$ cat config.mk
export PLATFORM = sky130hd
export DESIGN_NAME = fetch_stage_flat
export DESIGN_NICKNAME = d
export VERILOG_FILES = /design/src/rtl/fetch_pkg.sv /design/src/rtl/fetch_stage_if.sv /design/src/rtl/fetch_stage_sync_fifo.sv /design/src/rtl/fetch_stage.sv /design/src/flat_wrapper.sv
export SDC_FILE = /design/constraint.sdc
export NUM_CORES = 1
export LEC_CHECK = 0
export CAP_MARGIN = 20
export CELL_PAD_IN_SITES_DETAIL_PLACEMENT = 0
export CELL_PAD_IN_SITES_GLOBAL_PLACEMENT = 1
export CORE_MARGIN = 3
export CORE_UTILIZATION = 44
export CTS_CLUSTER_DIAMETER = 30
export CTS_CLUSTER_SIZE = 12
export DETAILED_ROUTE_END_ITERATION = 16
export HOLD_SLACK_MARGIN = 0.02
export PLACE_DENSITY_LB_ADDON = 0.2
export SKIP_LAST_GASP = 1
export SYNTH_ARGS = -nofsm -noshare
export SYNTH_HDL_FRONTEND = slang
export SYNTH_SLANG_ARGS = --single-unit
$ cat constraint.sdc
create_clock -name clk -period 3.2 [get_ports clk]
set_input_delay 0.48 -clock clk [delete_from_list [all_inputs] [get_ports clk]]
set_output_delay 0.48 -clock clk [all_outputs]
set_load 0.005 [all_outputs]
$ cat src/rtl/fetch_pkg.sv
// Shared fetch-stage types and constants.
// Used by the fetch stage, its queues and the PC register.
package fetch_pkg;

  localparam int FETCH_XLEN  = 32;
  localparam int FETCH_DEPTH = 4;

  localparam logic [FETCH_XLEN-1:0] FETCH_RESET_PC = 32'h0040_0000;

  function automatic int cnt_w(input int depth);
    return $clog2(depth + 1);
  endfunction

  localparam int FETCH_CNT_W = cnt_w(FETCH_DEPTH);

  typedef struct packed {
    logic [FETCH_XLEN-1:0] pc;
    logic [FETCH_XLEN-1:0] instr;
  } fetch_entry_t;

endpackage

$ cat src/rtl/fetch_stage_if.sv
// Fetch-stage bus bundle: PC input, imem port, decode output.
// master is the fetch stage, slave is its surroundings.
interface fetch_stage_if
  import fetch_pkg::*;
#(
  parameter int XLEN = FETCH_XLEN
);

  logic            pc_valid;
  logic            pc_ready;
  logic [XLEN-1:0] pc;
  logic            flush;

  logic            imem_req_valid;
  logic            imem_req_ready;
  logic [XLEN-1:0] imem_addr;
  logic            imem_rsp_valid;
  logic [XLEN-1:0] imem_rsp_data;

  logic            instr_valid;
  logic            instr_ready;
  logic [XLEN-1:0] instr;
  logic [XLEN-1:0] instr_pc;
  logic            busy;

  modport master (
    input  pc, pc_valid, flush,
    input  imem_req_ready, imem_rsp_valid,
    input  imem_rsp_data, instr_ready,
    output pc_ready, imem_req_valid,
    output imem_addr, instr_valid,
    output instr, instr_pc, busy
  );

  modport slave (
    output pc, pc_valid, flush,
    output imem_req_ready, imem_rsp_valid,
    output imem_rsp_data, instr_ready,
    input  pc_ready, imem_req_valid,
    input  imem_addr, instr_valid,
    input  instr, instr_pc, busy
  );

endinterface

$ cat src/rtl/fetch_stage_sync_fifo.sv
// Small synchronous FIFO with clear and occupancy count.
// Head data reads as zero while empty.
module sync_fifo
  import fetch_pkg::*;
#(
  parameter int WIDTH = 32,
  parameter int DEPTH = 4
) (
  input  logic                      clk,
  input  logic                      reset,
  input  logic                      clear,
  input  logic                      push,
  input  logic                      pop,
  input  logic [WIDTH-1:0]          wr_data,
  output logic [WIDTH-1:0]          rd_data,
  output logic                      full,
  output logic                      empty,
  output logic [cnt_w(DEPTH)-1:0]   count
);

  localparam int AW = $clog2(DEPTH);
  localparam int CW = cnt_w(DEPTH);

  logic [WIDTH-1:0] mem [DEPTH];
  logic [AW-1:0]    wr_ptr;
  logic [AW-1:0]    rd_ptr;
  logic             do_push;
  logic             do_pop;

  assign empty   = (count == '0);
  assign full    = (count == CW'(DEPTH));
  assign do_pop  = pop & ~empty;
  assign do_push = push & (~full | do_pop);
  assign rd_data = empty ? '0 : mem[rd_ptr];

  // Pointer and occupancy bookkeeping; clear empties the FIFO.
  always_ff @(posedge clk) begin
    if (reset || clear) begin
      wr_ptr <= '0;
      rd_ptr <= '0;
      count  <= '0;
    end else begin
      if (do_push) wr_ptr <= wr_ptr + AW'(1);
      if (do_pop)  rd_ptr <= rd_ptr + AW'(1);
      count <= count + CW'(do_push) - CW'(do_pop);
    end
  end

  // Storage write; contents need no reset since empty masks them.
  always_ff @(posedge clk) begin
    if (do_push && !clear && !reset) begin
      mem[wr_ptr] <= wr_data;
    end
  end

  a_no_overflow: assert property (
    @(posedge clk) disable iff (reset || clear)
    !(push && full && !pop)
  );

endmodule

$ cat src/rtl/fetch_stage.sv
// Instruction fetch: credit-limited in-order imem reads,
// flush-aware response filtering, PC-tagged decode queue.
module fetch_stage
  import fetch_pkg::*;
#(
  parameter int XLEN  = FETCH_XLEN,
  parameter int DEPTH = FETCH_DEPTH
) (
  input logic           clk,
  input logic           reset,
  fetch_stage_if.master bus
);

  localparam int CW = cnt_w(DEPTH);

  logic [CW-1:0]   inflight;
  logic [CW-1:0]   discard_cnt;
  logic [CW-1:0]   q_count;
  logic [CW-1:0]   tag_count;
  logic [CW:0]     occ;
  logic            credit_ok;
  logic            req_valid;
  logic            req_fire;
  logic            rsp_drop;
  logic            q_push;
  logic            q_pop;
  logic            tag_full;
  logic            tag_empty;
  logic            q_full;
  logic            q_empty;
  logic [XLEN-1:0] tag;
  fetch_entry_t    q_wr;
  fetch_entry_t    q_rd;

  assign occ       = {1'b0, inflight} + {1'b0, q_count};
  assign credit_ok = occ < (CW+1)'(DEPTH);

  assign req_valid = bus.pc_valid & credit_ok
                   & ~bus.flush & ~reset;
  assign req_fire  = req_valid & bus.imem_req_ready;

  assign bus.imem_req_valid = req_valid;
  assign bus.pc_ready       = req_fire;
  assign bus.imem_addr      = {bus.pc[XLEN-1:2], 2'b00};

  assign rsp_drop = bus.flush | (discard_cnt != '0);
  assign q_push   = bus.imem_rsp_valid & ~rsp_drop;
  assign q_pop    = ~q_empty & bus.instr_ready;

  assign q_wr = '{pc: tag, instr: bus.imem_rsp_data};

  assign bus.instr_valid = ~q_empty;
  assign bus.instr       = q_rd.instr;
  assign bus.instr_pc    = q_rd.pc;
  assign bus.busy        = (inflight != '0) | ~q_empty;

  // Outstanding reads and the number of stale responses still due.
  always_ff @(posedge clk) begin
    if (reset) begin
      inflight    <= '0;
      discard_cnt <= '0;
    end else begin
      inflight <= inflight + CW'(req_fire)
                - CW'(bus.imem_rsp_valid);
      if (bus.flush) begin
        discard_cnt <= inflight - CW'(bus.imem_rsp_valid);
      end else if (bus.imem_rsp_valid && discard_cnt != '0) begin
        discard_cnt <= discard_cnt - CW'(1);
      end
    end
  end

  sync_fifo #(
    .WIDTH (XLEN),
    .DEPTH (DEPTH)
  ) u_tag_fifo (
    .clk     (clk),
    .reset   (reset),
    .clear   (1'b0),
    .push    (req_fire),
    .pop     (bus.imem_rsp_valid),
    .wr_data (bus.pc),
    .rd_data (tag),
    .full    (tag_full),
    .empty   (tag_empty),
    .count   (tag_count)
  );

  sync_fifo #(
    .WIDTH (2*XLEN),
    .DEPTH (DEPTH)
  ) u_instr_q (
    .clk     (clk),
    .reset   (reset),
    .clear   (bus.flush),
    .push    (q_push),
    .pop     (q_pop),
    .wr_data (q_wr),
    .rd_data (q_rd),
    .full    (q_full),
    .empty   (q_empty),
    .count   (q_count)
  );

  a_inflight_ovf: assert property (
    @(posedge clk) disable iff (reset)
    !(req_fire && (inflight == CW'(DEPTH) || tag_full))
  );

  a_inflight_udf: assert property (
    @(posedge clk) disable iff (reset)
    !(bus.imem_rsp_valid && (inflight == '0 || tag_empty))
  );

  a_tag_sync: assert property (
    @(posedge clk) disable iff (reset)
    tag_count == inflight
  );

  a_discard_le: assert property (
    @(posedge clk) disable iff (reset)
    discard_cnt <= inflight
  );

  a_q_ovf: assert property (
    @(posedge clk) disable iff (reset)
    !(q_push && q_full && !q_pop)
  );

endmodule

$ cat src/flat_wrapper.sv
// flat-port wrapper written by rule: the top's interface ports become plain ports
module fetch_stage_flat import fetch_pkg::*;
#(
  parameter int XLEN  = FETCH_XLEN,
  parameter int DEPTH = FETCH_DEPTH
)
  (clk, reset, bus_pc, bus_pc_valid, bus_flush, bus_imem_req_ready, bus_imem_rsp_valid, bus_imem_rsp_data, bus_instr_ready, bus_pc_ready, bus_imem_req_valid, bus_imem_addr, bus_instr_valid, bus_instr, bus_instr_pc, bus_busy);
  fetch_stage_if #(.XLEN(XLEN)) bus_i ();
  input logic clk;
  input logic reset;
  input wire logic [$bits(bus_i.pc)-1:0] bus_pc;
  input wire logic [$bits(bus_i.pc_valid)-1:0] bus_pc_valid;
  input wire logic [$bits(bus_i.flush)-1:0] bus_flush;
  input wire logic [$bits(bus_i.imem_req_ready)-1:0] bus_imem_req_ready;
  input wire logic [$bits(bus_i.imem_rsp_valid)-1:0] bus_imem_rsp_valid;
  input wire logic [$bits(bus_i.imem_rsp_data)-1:0] bus_imem_rsp_data;
  input wire logic [$bits(bus_i.instr_ready)-1:0] bus_instr_ready;
  output wire logic [$bits(bus_i.pc_ready)-1:0] bus_pc_ready;
  output wire logic [$bits(bus_i.imem_req_valid)-1:0] bus_imem_req_valid;
  output wire logic [$bits(bus_i.imem_addr)-1:0] bus_imem_addr;
  output wire logic [$bits(bus_i.instr_valid)-1:0] bus_instr_valid;
  output wire logic [$bits(bus_i.instr)-1:0] bus_instr;
  output wire logic [$bits(bus_i.instr_pc)-1:0] bus_instr_pc;
  output wire logic [$bits(bus_i.busy)-1:0] bus_busy;
  assign bus_i.pc = bus_pc;
  assign bus_i.pc_valid = bus_pc_valid;
  assign bus_i.flush = bus_flush;
  assign bus_i.imem_req_ready = bus_imem_req_ready;
  assign bus_i.imem_rsp_valid = bus_imem_rsp_valid;
  assign bus_i.imem_rsp_data = bus_imem_rsp_data;
  assign bus_i.instr_ready = bus_instr_ready;
  assign bus_pc_ready = bus_i.pc_ready;
  assign bus_imem_req_valid = bus_i.imem_req_valid;
  assign bus_imem_addr = bus_i.imem_addr;
  assign bus_instr_valid = bus_i.instr_valid;
  assign bus_instr = bus_i.instr;
  assign bus_instr_pc = bus_i.instr_pc;
  assign bus_busy = bus_i.busy;
  fetch_stage #(.XLEN(XLEN), .DEPTH(DEPTH)) u_core (.clk(clk), .reset(reset), .bus(bus_i));
endmodule
== Word level (Yosys, flattened, before mapping) ==
Memories as Yosys holds them, arrays and structs flattened. A register that Yosys moved wholly into a read port is not among the register bits.
Cells that the tools add are included.
Storage, ports and cells
  logic and storage cells: 71
  memories kept: 2
  ROM bits: 0
  latch bits: 0
  input port bits: 71
  bits in writable memories: 384
  register bits after elaboration: 20
Operators by class
  shift operators: 0
  equal/unequal tests: 2
  muxes and demuxes: 12
  $mul: 0
  order comparisons: 1
  reduce and logical (&&, ||, !) cells: 12
  add/sub/neg operators: 13
  divide/modulo/power cells: 0
  bitwise gates (word level): 21
Memory list
  u_core.u_instr_q.mem: words 4, bits a word 64, rd ports 1, clocked after memory_dff 1, wr ports 1, RTL line fetch_stage_sync_fifo.sv:24  | logic [WIDTH-1:0] mem [DEPTH];
  u_core.u_tag_fifo.mem: words 4, bits a word 32, rd ports 1, clocked after memory_dff 1, wr ports 1, RTL line fetch_stage_sync_fifo.sv:24
Operators with widths (count)
  $mux 64: 1
  $mux 32: 1
  $sub 3x1->3: 4
  $and 1x1->1: 10
  $add 3x1->3: 3
  $add 2x1->2 const B: 4
  $mux 2: 4
  $not 1->1: 7
  $eq 3x3->1 const B: 2
  $logic_not 3->1: 2
  $mux 3: 2
  $reduce_bool 3->1: 2
  $add 3x3->4: 1
  $logic_and 1x1->1: 4
  $lt 4x3->1 const B: 1
  $mux 1: 4
  $or 1x1->1: 4
  $sub 3x1->3 const B: 1
  $logic_not 1->1: 2
  $reduce_bool 2->1: 1
  $logic_or 1x1->1: 1

== Logic depth before layout (Yosys ltp) ==
Gate-level depths: netlist (run 1).
  depth after elaboration: 10
  gate-level depth with buffers: 12
  mapped depth without buffers: 12

== Modules after synthesis ==
From an unflattened synthesis (run 1), not the netlist that was laid out.
Second synthesis, totals
  cell total of the unflattened synthesis: 789
  area total of the unflattened synthesis: 16510.8 µm²
Modules (own cells, without submodules)
  sync_fifo (u_core.u_instr_q): times used 1, cells each 452, area an instance 10341.2 µm², seq. area each 7867.5 µm²
  sync_fifo (u_core.u_tag_fifo): times used 1, cells each 249, area an instance 5393.9 µm², seq. area each 4023.9 µm²
  fetch_stage: times used 1, cells each 88, area an instance 775.7 µm², seq. area each 120.1 µm²

== Worst setup path after synthesis (run 1) ==
No wires, ideal clock.
  kind: input-to-reg
  from: input port bus_flush
  to: memory u_core.u_instr_q.mem[1][0] (netlist bit) (enable)
  stages: 4
  slack: 0.033 ns
  arrival time: 2.738 ns
  buffers on the path: 1
  library setup time: 0.429 ns
  cells stage by stage: clkbuf_1 > nand4bb_1 > nor3_1 > and2_1
On the way
  cells in the longest elaborated chain, start to end: 8
  elaborated cells on any way between the ends: 9
Ends and longest elaborated chain
  from (decl): RTL line flat_wrapper.sv:13  | input wire logic [$bits(bus_i.flush)-1:0] bus_flush;
  $or 1x1->1: RTL line fetch_stage.sv:46  | assign rsp_drop = bus.flush | (discard_cnt != '0);
  $not 1->1: RTL line fetch_stage.sv:47  | assign q_push = bus.imem_rsp_valid & ~rsp_drop;
  $and 1x1->1: RTL line fetch_stage.sv:47
  $and 1x1->1: RTL line fetch_stage_sync_fifo.sv:33  | assign do_push = push & (~full | do_pop);
  $logic_and 1x1->1 * (2 in a row): RTL line fetch_stage_sync_fifo.sv:51  | if (do_push && !clear && !reset) begin
  $mux 1 *: RTL line fetch_stage_sync_fifo.sv:51
  $mux 1 (implied by the code) *: RTL line fetch_stage_sync_fifo.sv:52  | mem[wr_ptr] <= wr_data;
  to (decl): RTL line fetch_stage_sync_fifo.sv:24
Every way passes the cells marked *; elsewhere a longest branch is shown, timed or not.

== Final worst setup path (run 1) ==
  from: register u_core.u_instr_q.count[1]
  to: output port bus_busy
On the way
  cells in the longest elaborated chain, start to end: 3
Ends and longest elaborated chain
  from (decl): RTL line fetch_stage_sync_fifo.sv:18  | output logic [cnt_w(DEPTH)-1:0] count
  from (signal assigned): RTL line fetch_stage_sync_fifo.sv:45  | count <= count + CW'(do_push) - CW'(do_pop);
  $logic_not 3->1: RTL line fetch_stage_sync_fifo.sv:30  | assign empty = (count == '0);
  $not 1->1: RTL line fetch_stage.sv:55  | assign bus.busy = (inflight != '0) | ~q_empty;
  $or 1x1->1: RTL line fetch_stage.sv:55
  to (decl): RTL line flat_wrapper.sv:24  | output wire logic [$bits(bus_i.busy)-1:0] bus_busy;
Every way passes these cells.

==> results.cfg, run 1 <==
[status]
status = finished clean

[worst_setup_path]
crit_path_start = u_core.u_instr_q.count[1]
r2r-start = u_core.u_instr_q.count[2]
crit_path_max_fanout = 17
slowest_delay_ns = 0.52
crit_arrival_ns = 2.57
worstPathRequired_ns = 2.72
worstPathCellList = or3_2, buf_4, or4_1, clkdlybuf4s50_1
crit_slowest_cell = or3_2
critPathLaunchType = flop
end_kind = output pin
path_class = reg2out

[cts]
clk_path_buf_depth = 3
clk_latency_ns = 0.58
cts_buffers = 83
clockRootBuffer = clkbuf_16
holdBufCountCts = 0
cts_tree = done
h-tree-depth = 3
cts.sinks = 408
clkTransAtPathRegs_ns = 0.04

[synth]
synthXorXnorAreaFrac_pct = 0.490
yosysTopAreaCellShare_pct = 71.6
yosysWarnings = 0
ys.flop_type = edfxtp_1
yosysSeqAreaShare_pct = 74.6
synth.area.top_cells = edfxtp_1 72%, mux4_2 13%, dfxtp_1 3.0%
netlist_area_sq_um = 16100
synth.area.mux_share_pct = 13.7
synth.avg_cell_area_sq_um = 20.4
synth_top_family_by_area = multiplexers
synthArstFlopShare_pct = 0
synth_adder_area_share_pct = 1.77
synth_compound_area_share_pct = 0.723
syn_inst = 789
synth.ff_latch_count = 408
synth.distinct_cells = 47
synth_edf_count = 384
yosys.area_share.simple_pct = 5.84
synth_area_leader_cell = edfxtp_1

[finish]
drive_above_1_share_pct = 26.6
final_nets = 1104
insertedDiodeCount = 0
n_fill_cell = 2575
utilization_pct = 59.8
area_delta_synth_final_pct = 33.2

[sta]
skew_ns = 0.0236
drv_slew = 0
timing.final.hold_violations = 0
finalSetupTns_ns = 0
setup_viol = 0
timing.final.crit_share_pct = 95.2
min_period_ns = 3.05
fin_hold_ws_ns = 0.522
layout_setup_ws_ns = 0.155
max_freq_ghz = 0.328
tightest_slew_ns = 0.956
rsz0062_at_grt = false
slew_headroom_pct = 36.3

[grt]
grt_pass1_wl_mm = 49.2
grtUsageTotal_pct = 16.6
grt-ovfl-total = 0
antenna_found_initial = 0
grt_max_degree = 50
first_global_vias = 8591

[routing]
wl_per_cell_microns = 20.6
vias = 7883
dr.pass1.iters = 5
drc = 0
vias_per_cell = 5.12
routed_wl_mm = 31.8
drtIter0Drc = 525
antenna_left = 0

[placed_design]
pre_cts_slack_ns = 0.142
dpl.hpwl_mm = 19.0
gp_congestion = 0.726
port_buffers = 168

[floorplanning]
pin_count = 171
core-area_sq_um = 35800
chipHeight_microns = 197
die_area_sq_um = 38900
fp.dieW_microns = 197
start_util_pct = 44.9
row_count = 69

[worst_hold_path]
hold_class = reg2reg
holdCritStartpoint = u_core.u_instr_q.wr_ptr[1]

[pwr]
p_per_area_nw_per_um2 = 797
finalPower_uw = 17100
vdd_drop_max_mv = 0.466
leakage_uw = 0.00716

[job]
maxCapViolations = 0
[cell usage after synthesis, types with 3 or more instances]
master,n
edfxtp_1,384
mux4_2,96
and2_1,70
buf_4,40
nor2b_1,34
dfxtp_1,24
nor2_1,20
ha_1,18
clkbuf_1,13
inv_1,13
buf_1,10
xor2_1,7
a21oi_1,5
and2_2,5
buf_2,4
nor3_1,4
and3_1,3
fa_1,3
[cell families after synthesis]
group / Yosys count
adders and majority gates: 21
buffers and inverters: 81
other: 1
xor gates and xnor gates: 9
and+or+nand+nor: 153
muxes: 99
DFF: 408
AOI/OAI and AO/OA: 17
[metal layers]
metal  global-route usage (%)  routed length [microns]
met1                     21.8                    13600
met3                     3.39                     1670
met2                     27.7                    15800
met4                     6.07                      733
met5                        0                        0
[repair_timing]
action | 4_1_cts | 5_1_grt
buffers inserted | 0 | 8
resized for setup | 0 | 1
setup endpoints to repair | 0 | 18
[power by group]
group / leakage [uW] / internal, uW / switching, uW
logic: 0.00204 / 802 / 893
clock network: 0.00144 / 6290 / 2780
registers: 0.00368 / 6240 / 70.9
[registers in the layout (all words and copies together) (netlist names), named ones only]
| signal | flops |
|---|---|
| u_core.discard_cnt | 3 |
| u_core.inflight | 3 |
| u_core.u_instr_q.count | 3 |
| u_core.u_instr_q.mem | 256 |
| u_core.u_instr_q.rd_ptr | 2 |
| u_core.u_instr_q.wr_ptr | 2 |
| u_core.u_tag_fifo.count | 3 |
| u_core.u_tag_fifo.mem | 128 |
| u_core.u_tag_fifo.rd_ptr | 2 |
| u_core.u_tag_fifo.wr_ptr | 2 |
[path summary, 6_finish.rpt]
path / depth (start not counted) / slack [ns] / to
hold / removal: 2 / 0.52 / u_core.u_instr_q.wr_ptr[1]
setup / recovery: 4 / 0.15 / bus_busy
hold reg to reg: 2 / 0.52 / u_core.u_instr_q.wr_ptr[1]
setup reg to reg: 12 / 0.44 / u_core.inflight[2]
[per-stage QoR]
stage / instance area, sq um / instances
floorplan: 16100 / 790
global placement: 18400 / 1380
detailed placement: 18400 / 1380
CTS: 21400 / 1533
global route: 21400 / 1541
finish: 21400 / 1541
[area by class of cell]
cell class	instances	area, sq um	share of cell area [%]
clock inverters	57	850	3.96
inverters	13	48.8	0.228
multi-input cells	301	3650	17.0
clock buffers	96	2150	10.0
well taps	461	577	2.69
flip-flops and latches	408	12000	56.1
repair buffers	205	2150	10.0
[cell usage in the layout (no fill, tap or decap), types with 12 or more instances in the layout]
cell type,instances
clkbuf_16,84
mux4_2,96
and2_1,66
inv_1,13
nor2_1,20
dfxtp_1,20
nor2b_1,34
ha_1,18
edfxtp_1,384
buf_4,22
buf_12,15
clkbuf_1,12
bufinv_16,18
clkdlybuf4s50_1,168
[worst max-delay path, delay by kind of cell, from the launching register on]
family / cells / cell delay (ns)
flops: 1 / 0.38
simple gates: 2 / 0.93
buf+inv: 2 / 0.68
(Power assumes the default switching activity.)
==> run 2, diff against run 1 <==
--- a/config.mk
+++ b/config.mk
@@ -9,7 +9,7 @@
 export CELL_PAD_IN_SITES_DETAIL_PLACEMENT = 0
 export CELL_PAD_IN_SITES_GLOBAL_PLACEMENT = 1
 export CORE_MARGIN = 3
-export CORE_UTILIZATION = 44
+export CORE_UTILIZATION = 40
 export CTS_CLUSTER_DIAMETER = 30
 export CTS_CLUSTER_SIZE = 12
 export DETAILED_ROUTE_END_ITERATION = 16
==> constraint.sdc (replaced) <==
create_clock -name clk -period 3.8 [get_ports clk]
set_input_delay 0.57 -clock clk [delete_from_list [all_inputs] [get_ports clk]]
set_output_delay 0.57 -clock clk [all_outputs]
set_load 0.005 [all_outputs]
==> results.cfg, run 2 (synthesis gave the netlist of run 1 again) <==
[sta]
skew_ns = 0.0204
drv_slew = 0
tightest_slew_ns = 0.914
timing.final.crit_share_pct = 86.0
max_freq_ghz = 0.306
finalSetupTns_ns = 0
timing.final.hold_violations = 0
rsz0062_at_grt = false
min_period_ns = 3.27
setup_viol = 0
slew_headroom_pct = 39.0

[routing]
vias_per_cell = 4.92
vias = 7809
drc = 0
dr.pass1.iters = 5
antenna_left = 0
drtIter0Drc = 474
routed_wl_mm = 32.1
wl_per_cell_microns = 20.2

[worst_hold_path]
holdCritStartpoint = u_core.u_tag_fifo.rd_ptr[1]
holdPathStages = 2
hold_class = reg2reg

[pwr]
p_seq_share_pct = 37.3
p_int_uw = 11200
power.switching_uw = 3130
leakage_uw = 0.00705
swShare_pct = 21.8
vdd_drop_max_mv = 0.366
p_per_area_nw_per_um2 = 673
power_frac_comb_pct = 9.8
p_clk_share_pct = 53.0

[worst_setup_path]
worstPathRequired_ns = 3.23
r2r-end = u_core.inflight[2]
crit_path_max_fanout = 6
ff2ff_path_depth = 12
path_class = reg2out
r2r-start = u_core.u_instr_q.count[2]
critPathLaunchType = flop
end_kind = output pin
reg2reg_slack_ns = 0.75
crit_arrival_ns = 2.70

[finish]
n_fill_cell = 3119
final_nets = 1091
utilization_pct = 54.4
mostFrequentLayoutCells = 384 x edfxtp_1, 168 x clkdlybuf4s50_1, 96 x mux4_2
drive_above_1_share_pct = 25.6
layout_commonest_cell = edfxtp_1
area_delta_synth_final_pct = 32.4
largest_reg_flops = 256
insertedDiodeCount = 0
max_flop_register = u_core.u_instr_q.mem
top_regs = u_core.u_instr_q.mem: 256 flops, u_core.u_tag_fifo.mem: 128 flops

[placed_design]
gp_congestion = 0.720
dpl.hpwl_mm = 18.9
port_buffers = 168

[cts]
clkTransAtPathRegs_ns = 0.05
cts_resized = 0
clk_path_buf_depth = 3
cts_buffers = 86
clockRootBuffer = clkbuf_16
postCtsSetupRepairBufs = 0
cts_tree = done
clk_latency_ns = 0.57
cts.sinks = 408
holdBufCountCts = 0
h-tree-depth = 3

[floorplanning]
start_util_pct = 41.1
die_area_sq_um = 42700
fp.dieW_microns = 207
pin_count = 171
core-area_sq_um = 39200
row_count = 72
chipHeight_microns = 207

[status]
status = finished clean

[grt]
antenna_found_initial = 0
grt_max_degree = 65
grt_pass1_wl_mm = 49.2
first_global_vias = 8643
grtUsageTotal_pct = 15.3
grt-ovfl-total = 0

[job]
maxCapViolations = 0
[run 2: cell types whose count changed in the layout (fill, tap and decap cells not counted), moves of 2 or more]
cell        previous run  this run
clkinvlp_4             8        10
clkinv_4               2         7
buf_4                 22        12
clkbuf_1              12         9
clkinv_1               8        11
inv_16                 3         0
clkbuf_16             84        86
buf_12                15         9
[run 2: worst max path at each step]
stage | start | slack (ns) | depth (start not counted) | endpoint
2_1_floorplan | bus_flush | 0.54 | 4 | u_core.u_instr_q.mem[0][0]
3_3_place_gp | bus_pc_valid | 0.42 | 12 | u_core.inflight[2]
3_5_place_dp | bus_pc_valid | 0.42 | 12 | u_core.inflight[2]
4_1_cts | u_core.u_instr_q.count[2] | 0.45 | 4 | bus_pc_ready
5_1_grt | u_core.u_instr_q.count[2] | 0.26 | 4 | bus_pc_ready
6_report | u_core.u_instr_q.count[2] | 0.53 | 4 | bus_pc_ready
[run 2: area by class of cell]
class,instances,area [sq um],area share [%]
clock buffer,95,2190,10.3
clock inverter,62,811,3.81
inverter,13,48.8,0.229
multi-input combinational,301,3640,17.1
sequential,408,12000,56.4
tap,518,648,3.04
timing repair buffer,189,1950,9.16
[run 2: through the flow]
stage               cells  hold WS [ns]  worst slack [ns]  instance area, sq um  power (uW)
floorplan             790         0.485             0.543                 16100        6290
global placement     1429         0.527             0.420                 18300        6830
detailed placement   1429         0.511             0.419                 18300        6850
CTS                  1586         0.524             0.448                 21300       14500
global route         1586         0.540             0.259                 21300       14900
finish               1586         0.520             0.532                 21300       14300
[run 2: metal layers]
layer / vias up / track usage [%] / part of all wire (%)
li1: 3559 / - / -
met5: - / 0 / 0
met1: 3969 / 20.8 / 45
met4: 0 / 5.38 / 1.8
met2: 227 / 24.6 / 47
met3: 54 / 3.64 / 5.5
[run 2: power by group through the flow]
stage	registers (uW)	logic (uW)	clock network (uW)
2_1_floorplan	5380	909	0
3_3_place_gp	5430	1400	0
3_5_place_dp	5430	1420	0
4_1_cts	5350	1430	7740
5_1_grt	5360	1550	7990
6_report	5350	1400	7600
[run 2: worst max-delay path, cell delays in order (launching register included)]
cell,delay [ns]
dfxtp_1,0.42
ha_1,0.26
nor4b_1,0.55
and4_1,0.37
clkdlybuf4s50_1,0.53
